## src/rtl/lsu_pkg.sv

```systemverilog
// Shared constants, FSM state type and request-legality helper for the
// load/store unit in front of the word-organised data memory.
package lsu_pkg;

    localparam logic [2:0] F3_B  = 3'b000;
    localparam logic [2:0] F3_H  = 3'b001;
    localparam logic [2:0] F3_W  = 3'b010;
    localparam logic [2:0] F3_BU = 3'b100;
    localparam logic [2:0] F3_HU = 3'b101;

    localparam logic MEM_READ  = 1'b0;
    localparam logic MEM_WRITE = 1'b1;

    typedef enum logic [2:0] {
        IDLE,
        LOAD,
        WRITE,
        RMW_RD,
        RMW_WR,
        ERR,
        RESP
    } state_t;

    // Stores only exist as SB/SH/SW; loads add the unsigned byte/half forms.
    function automatic logic funct3_legal(input logic we, input logic [2:0] funct3);
        if (we) return funct3 inside {F3_B, F3_H, F3_W};
        return funct3 inside {F3_B, F3_H, F3_W, F3_BU, F3_HU};
    endfunction

endpackage

```

## src/rtl/lsu_dmem_ctrl_if.sv

```systemverilog
// Core-side request/response bundle of the load/store unit.
interface lsu_dmem_ctrl_if #(
    parameter int WIDTH = 32
);
    logic             req_valid;
    logic             req_ready;
    logic             req_we;
    logic [2:0]       req_funct3;
    logic [31:0]      req_addr;
    logic [WIDTH-1:0] req_wdata;
    logic             rsp_valid;
    logic             rsp_err;
    logic [WIDTH-1:0] rsp_rdata;

    modport master (
        output req_valid, req_we, req_funct3, req_addr, req_wdata,
        input  req_ready, rsp_valid, rsp_err, rsp_rdata
    );

    modport slave (
        input  req_valid, req_we, req_funct3, req_addr, req_wdata,
        output req_ready, rsp_valid, rsp_err, rsp_rdata
    );
endinterface

```

## src/rtl/lsu_align.sv

```systemverilog
// Byte-lane steering: load extraction with extension, sub-word store merge,
// and natural-alignment check for the access size encoded in funct3.
module lsu_align
    import lsu_pkg::*;
#(
    parameter int WIDTH = 32
) (
    input  logic [2:0]       funct3,
    input  logic [1:0]       lane,
    input  logic [WIDTH-1:0] word,
    input  logic [WIDTH-1:0] store_data,
    output logic [WIDTH-1:0] load_data,
    output logic [WIDTH-1:0] merged,
    output logic             misaligned
);

    logic [7:0]  byte_sel;
    logic [15:0] half_sel;

    // NOTE: every output gets a default before the case so no path leaves it unassigned, which would infer a latch.
    always_comb begin
        byte_sel  = word[{lane, 3'b000} +: 8];
        half_sel  = word[{lane[1], 4'b0000} +: 16];
        load_data = word;
        merged    = store_data;
        misaligned = 1'b0;

        case (funct3)
            F3_B:    load_data = {{(WIDTH-8){byte_sel[7]}}, byte_sel};
            F3_BU:   load_data = {{(WIDTH-8){1'b0}}, byte_sel};
            F3_H:    load_data = {{(WIDTH-16){half_sel[15]}}, half_sel};
            F3_HU:   load_data = {{(WIDTH-16){1'b0}}, half_sel};
            default: load_data = word;
        endcase

        // Size lives in funct3[1:0]; the unsigned bit does not change the lane.
        case (funct3[1:0])
            2'b00: begin
                merged = word;
                merged[{lane, 3'b000} +: 8] = store_data[7:0];
            end
            2'b01: begin
                merged = word;
                merged[{lane[1], 4'b0000} +: 16] = store_data[15:0];
                misaligned = lane[0];
            end
            2'b10:   misaligned = |lane;
            default: misaligned = 1'b0;
        endcase
    end

endmodule

```

## src/rtl/lsu_dmem_ctrl.sv

```systemverilog
// Load/store unit FSM: accepts one byte-addressed request at a time and turns
// it into a word read, word write or read-modify-write on the data memory.
module lsu_dmem_ctrl
    import lsu_pkg::*;
#(
    parameter int WIDTH   = 32,
    parameter int ADDRESS = 10
) (
    input  logic                clk,
    input  logic                reset_n,
    lsu_dmem_ctrl_if.slave      req,
    output logic                mem_rw,
    output logic [ADDRESS-1:0]  mem_addr,
    output logic [WIDTH-1:0]    mem_wdata,
    input  logic [WIDTH-1:0]    mem_rdata
);

    state_t             state, state_next;
    logic               we_q;
    logic               err_q;
    logic [2:0]         funct3_q;
    logic [ADDRESS+1:0] addr_q;
    logic [WIDTH-1:0]   wdata_q;
    logic [WIDTH-1:0]   merge_q;
    logic [WIDTH-1:0]   rdata_q;

    logic               accept;
    logic               req_bad;
    logic [2:0]         align_funct3;
    logic [1:0]         align_lane;
    logic [WIDTH-1:0]   align_word;
    logic [WIDTH-1:0]   load_data;
    logic [WIDTH-1:0]   merged;
    logic               misaligned;

    assign accept = req.req_valid && (state == IDLE);

    // The aligner checks the incoming request while idle and serves the latched one afterwards.
    assign align_funct3 = (state == IDLE) ? req.req_funct3 : funct3_q;
    assign align_lane   = (state == IDLE) ? req.req_addr[1:0] : addr_q[1:0];
    assign align_word   = (state == RMW_WR) ? merge_q : mem_rdata;

    assign req_bad = !funct3_legal(req.req_we, req.req_funct3) || misaligned
                   || (|req.req_addr[31:ADDRESS+2]);

    lsu_align #(.WIDTH(WIDTH)) u_align (
        .funct3     (align_funct3),
        .lane       (align_lane),
        .word       (align_word),
        .store_data (wdata_q),
        .load_data  (load_data),
        .merged     (merged),
        .misaligned (misaligned)
    );

    // NOTE: sequential state uses non-blocking assignments so every register samples pre-edge values.
    always_ff @(posedge clk or negedge reset_n) begin
        if (!reset_n) state <= IDLE;
        else          state <= state_next;
    end

    always_comb begin
        state_next = state;
        case (state)
            IDLE: begin
                if (req.req_valid) begin
                    if (req_bad)                  state_next = ERR;
                    else if (!req.req_we)         state_next = LOAD;
                    else if (req.req_funct3 == F3_W) state_next = WRITE;
                    else                          state_next = RMW_RD;
                end
            end
            LOAD, WRITE, RMW_WR, ERR: state_next = RESP;
            RMW_RD:                   state_next = RMW_WR;
            RESP:                     state_next = IDLE;
            default:                  state_next = IDLE;
        endcase
    end

    always_ff @(posedge clk or negedge reset_n) begin
        if (!reset_n) begin
            we_q     <= 1'b0;
            err_q    <= 1'b0;
            funct3_q <= '0;
            addr_q   <= '0;
            wdata_q  <= '0;
            merge_q  <= '0;
            rdata_q  <= '0;
        end else begin
            if (accept) begin
                we_q     <= req.req_we;
                err_q    <= req_bad;
                funct3_q <= req.req_funct3;
                addr_q   <= req.req_addr[ADDRESS+1:0];
                wdata_q  <= req.req_wdata;
                rdata_q  <= '0;
            end
            if (state == LOAD && !we_q) rdata_q <= load_data;
            if (state == RMW_RD)        merge_q <= mem_rdata;
        end
    end

    // Memory is written only from WRITE and RMW_WR; every other state reads.
    always_comb begin
        req.req_ready = (state == IDLE);
        req.rsp_valid = (state == RESP);
        req.rsp_err   = (state == RESP) && err_q;
        req.rsp_rdata = (state == RESP) ? rdata_q : '0;
        mem_rw        = MEM_READ;
        mem_addr      = addr_q[ADDRESS+1:2];
        mem_wdata     = '0;
        case (state)
            WRITE: begin
                mem_rw    = MEM_WRITE;
                mem_wdata = wdata_q;
            end
            RMW_WR: begin
                mem_rw    = MEM_WRITE;
                mem_wdata = merged;
            end
            default: ;
        endcase
    end

endmodule

```

## src/flat_wrapper.sv

```systemverilog
// flat-port wrapper written by rule: the top's interface ports become plain ports
module lsu_dmem_ctrl_flat import lsu_pkg::*;
#(
    parameter int WIDTH   = 32,
    parameter int ADDRESS = 10
)
  (clk, reset_n, mem_rw, mem_addr, mem_wdata, mem_rdata, req_req_valid, req_req_we, req_req_funct3, req_req_addr, req_req_wdata, req_req_ready, req_rsp_valid, req_rsp_err, req_rsp_rdata);
  lsu_dmem_ctrl_if #(.WIDTH(WIDTH)) req_i ();
  input  logic clk;
  input  logic reset_n;
  output logic mem_rw;
  output logic [ADDRESS-1:0] mem_addr;
  output logic [WIDTH-1:0] mem_wdata;
  input  logic [WIDTH-1:0] mem_rdata;
  input wire logic [$bits(req_i.req_valid)-1:0] req_req_valid;
  input wire logic [$bits(req_i.req_we)-1:0] req_req_we;
  input wire logic [$bits(req_i.req_funct3)-1:0] req_req_funct3;
  input wire logic [$bits(req_i.req_addr)-1:0] req_req_addr;
  input wire logic [$bits(req_i.req_wdata)-1:0] req_req_wdata;
  output wire logic [$bits(req_i.req_ready)-1:0] req_req_ready;
  output wire logic [$bits(req_i.rsp_valid)-1:0] req_rsp_valid;
  output wire logic [$bits(req_i.rsp_err)-1:0] req_rsp_err;
  output wire logic [$bits(req_i.rsp_rdata)-1:0] req_rsp_rdata;
  assign req_i.req_valid = req_req_valid;
  assign req_i.req_we = req_req_we;
  assign req_i.req_funct3 = req_req_funct3;
  assign req_i.req_addr = req_req_addr;
  assign req_i.req_wdata = req_req_wdata;
  assign req_req_ready = req_i.req_ready;
  assign req_rsp_valid = req_i.rsp_valid;
  assign req_rsp_err = req_i.rsp_err;
  assign req_rsp_rdata = req_i.rsp_rdata;
  lsu_dmem_ctrl #(.WIDTH(WIDTH), .ADDRESS(ADDRESS)) u_core (.clk(clk), .reset_n(reset_n), .req(req_i), .mem_rw(mem_rw), .mem_addr(mem_addr), .mem_wdata(mem_wdata), .mem_rdata(mem_rdata));
endmodule
```

## config.mk

```make
export PLATFORM = sky130hd
export DESIGN_NAME = lsu_dmem_ctrl_flat
export DESIGN_NICKNAME = d
export VERILOG_FILES = /design/src/rtl/lsu_pkg.sv /design/src/rtl/lsu_dmem_ctrl_if.sv /design/src/rtl/lsu_align.sv /design/src/rtl/lsu_dmem_ctrl.sv /design/src/flat_wrapper.sv
export SDC_FILE = /design/constraint.sdc
export NUM_CORES = 1
export LEC_CHECK = 0
export BUFFER_PORTS_ARGS = -buffer_cell sky130_fd_sc_hd__buf_2
export CAP_MARGIN = 40
export CORE_UTILIZATION = 35
export DETAILED_ROUTE_END_ITERATION = 6
export SETUP_SLACK_MARGIN = 0.5
export SYNTH_ARGS = -nofsm -noshare
export SYNTH_HDL_FRONTEND = slang
export SYNTH_HIERARCHICAL = 1
export SYNTH_SLANG_ARGS = --single-unit
```

## constraint.sdc

```tcl
create_clock -name clk -period 3.7 [get_ports clk]
set_input_delay 0.74 -clock clk [delete_from_list [all_inputs] [get_ports clk]]
set_output_delay 0.74 -clock clk [all_outputs]
set_load 0.01 [all_outputs]
```

==> impl_metrics.ini <==
[sta]
timing.hold.ws_ns = 0.266
worst_pin_slew_ns = 0.549
rsz0062_at_grt = true
fin_skew_ns = 0.0117
finalSetupViolations = 0
fin_crit_sh = 0.997
slew_headroom = 0.634
hold_viol = 0
fin_crit_ns = 3.69
timing.fmax_mhz = 271
setup_ws_ns = 0.00956
maxSlewViolCount = 0

[worst_setup_path]
end_kind = output port
crit_fanout = 6
path_buf_inv = 5
crit_type = reg2out
cp_top_family = buffers and inverters
reg2reg_to = u_core/rdata_q[20]
cp_slowest_cell = dfrtp_1
rr_worst_depth = 14
cpPeakStageDelay_ns = 0.40
worstSetupStartpointType = register
timing.rr.start = u_core/state[0]
crit_chain = buf_4 > nor3b_4 > buf_6 > buf_16 > buf_4 > mux2_2 > mux2_2 > a22oi_2 > nand2_1 > a22o_1 > buf_2
crit_arrival_ns = 2.95
r2r_slack_ns = 0.71
worst_ep_required_time_ns = 2.96

[status]
status = finished, final reports clean

[global_routing]
grt_pass1_vias = 6905
grt_pass1_wl_um = 39200
grt-ovfl-total = 0
grt_max_degree = 65
track_usage = 0.229
antenna_found_initial = 2

[power]
p_leak_uw = 0.00490
powerDensity_nw_per_um2 = 1110
fin_total_pwr_uw = 11600
ir_drop_uv = 532

[die]
core-area_sq_um = 21900
num_io_pins = 181
die_w_um = 152
die_area_sq_um = 23000
rows = 54
start_util = 0.358
die_h_um = 152

[detailed_routing]
drt_pre_antenna_iters = 6
routed_via_density = 5.55
drt_iter0_markers = 611
wl_per_cell_um = 20.2
wirelength_um = 25600
drc_errors = 0
postRouteAntennaNets = 0
via_count = 7040

[run]
drv_cap = 0

[cts]
clock_latency_ns = 0.41
cts_made_buffers = 17
clock-sinks = 116
cts_tree = built
h-tree-depth = 4
root_buffer = clkbuf_16
cts_buffer_depth = 2
path_clk_slew_ns = 0.06

[place]
detailed_place_hpwl_um = 17600
placed_area_sq_um = 9010
post-place-ws_ns = 0.227
place.gp.congestion = 0.866
port_buffers = 180

[final_layout]
final_area_sq_um = 10500
final_cell_mix = buf_2, dfrtp_1, nand2_1
final_common_cell = buf_2
nets = 1088
drive_above_1_share = 0.485
area_growth_pct = 33.5

[synth]
ys.flop_type = dfrtp_1
syn_area_sq_um = 7840
yosysSeqAreaShare = 0.370
syn-instance-count = 778
synthArstFlopShare = 1.00
yosysUniqueCellTypes = 49
ys_warn_count = 6
avgSynthCellArea_sq_um = 10.1
syn_nets = 889
synth-edff-count = 0
yosys-top-cells-area = dfrtp_1, mux2_2, mux2_4, nand2_1, a22o_1
synth-seq-cells = 116
yosysTopAreaCell = dfrtp_1
yosysTopAreaCellShare = 0.370

[worst_hold_path]
hp-class = in2async
==> flip-flops by register name, summed over array words and instances (netlist names) <==
name	flops
u_core/state	3
u_core/funct3_q	3
u_core/addr_q	12
u_core/merge_q	32
u_core/wdata_q	32
u_core/err_q	1
u_core/rdata_q	32
u_core/we_q	1
==> worst max path at each step <==
stage	slack, ns	depth (start not counted)	start	to
2_1_floorplan	0.22	13	u_core/state[1]	mem_wdata[16]
3_3_place_gp	0.28	9	req_req_funct3[0]	mem_wdata[5]
3_5_place_dp	0.23	9	u_core/state[0]	mem_wdata[28]
4_1_cts	0.05	11	u_core/state[1]	mem_wdata[28]
5_1_grt	-0.07	12	u_core/state[1]	mem_wdata[27]
6_report	0.01	11	u_core/state[1]	mem_wdata[8]
==> Yosys cell counts, drive strengths merged (2+ instances only) <==
cell type  count
o22ai          9
nor2b         22
ha             8
nor3b          2
a22oi         16
or2            2
a31oi          8
o21ai         48
nor3           2
nor4           4
nor2          13
o21ba          2
and4b          2
dfrtp        116
nand2b         7
and2          36
o221ai        22
a22o          32
a32oi          7
nand3          7
a21oi         41
clkbuf        27
and4bb         2
a222oi         4
mux2i         27
mux2         137
inv            8
buf           48
nand2        108
o211ai         2
==> timing repair <==
action | in CTS | in global routing
endpoints found under the setup margin | 35 | 40
setup buffers | 22 | 19
resized for setup | 85 | 24
cloned | 5 | 0
hold buffers | 0 | 0
pin swaps | 29 | 19
==> kinds of logic (layout without fill, tap and decap cells) <==
logic type,after synthesis,count (layout),share of synthesized area
mux,164,164,0.250
simple gates,210,210,0.135
other cells,0,1,0
compound gates,197,197,0.174
flops,116,116,0.370
buf+inv,83,293,0.0588
fa+ha+maj,8,8,0.0128
==> stage by stage <==
stage / std cells / util / TNS (ns)
after floorplan: 778 / - / 0
after global placement: 1190 / 0.410 / 0
after detailed placement: 1192 / 0.412 / 0
after CTS: 1249 / 0.466 / 0
after global routing: 1268 / 0.478 / -0.588
final: 1269 / 0.478 / 0
==> final cells by class <==
class / count / area, sq um
Tap cell: 280 / 350
Timing Repair Buffer: 253 / 1700
Clock buffer: 21 / 470
Clock inverter: 9 / 105
Antenna cell: 1 / 2.50
Multi-Input combinational cell: 579 / 4860
Fill cell: 2070 / 11400
Inverter: 8 / 56.3
Timing Repair inverter: 2 / 15.0
Sequential cell: 116 / 2910
==> routing by layer <==
layer	share of wire	track usage
met5	0.00039	0
met4	0.028	0.0921
met3	0.077	0.0542
met2	0.46	0.358
met1	0.44	0.305
==> where the power goes <==
group          total [uW]  internal [uW]  leakage [uW]  switching (uW)
Sequential           2480           1880       0.00143             596
Clock                1620           1030      0.000285             585
Combinational        7470           3660       0.00319            3810
Total               11600           6570       0.00490            4990
(Power assumes the default switching activity.)
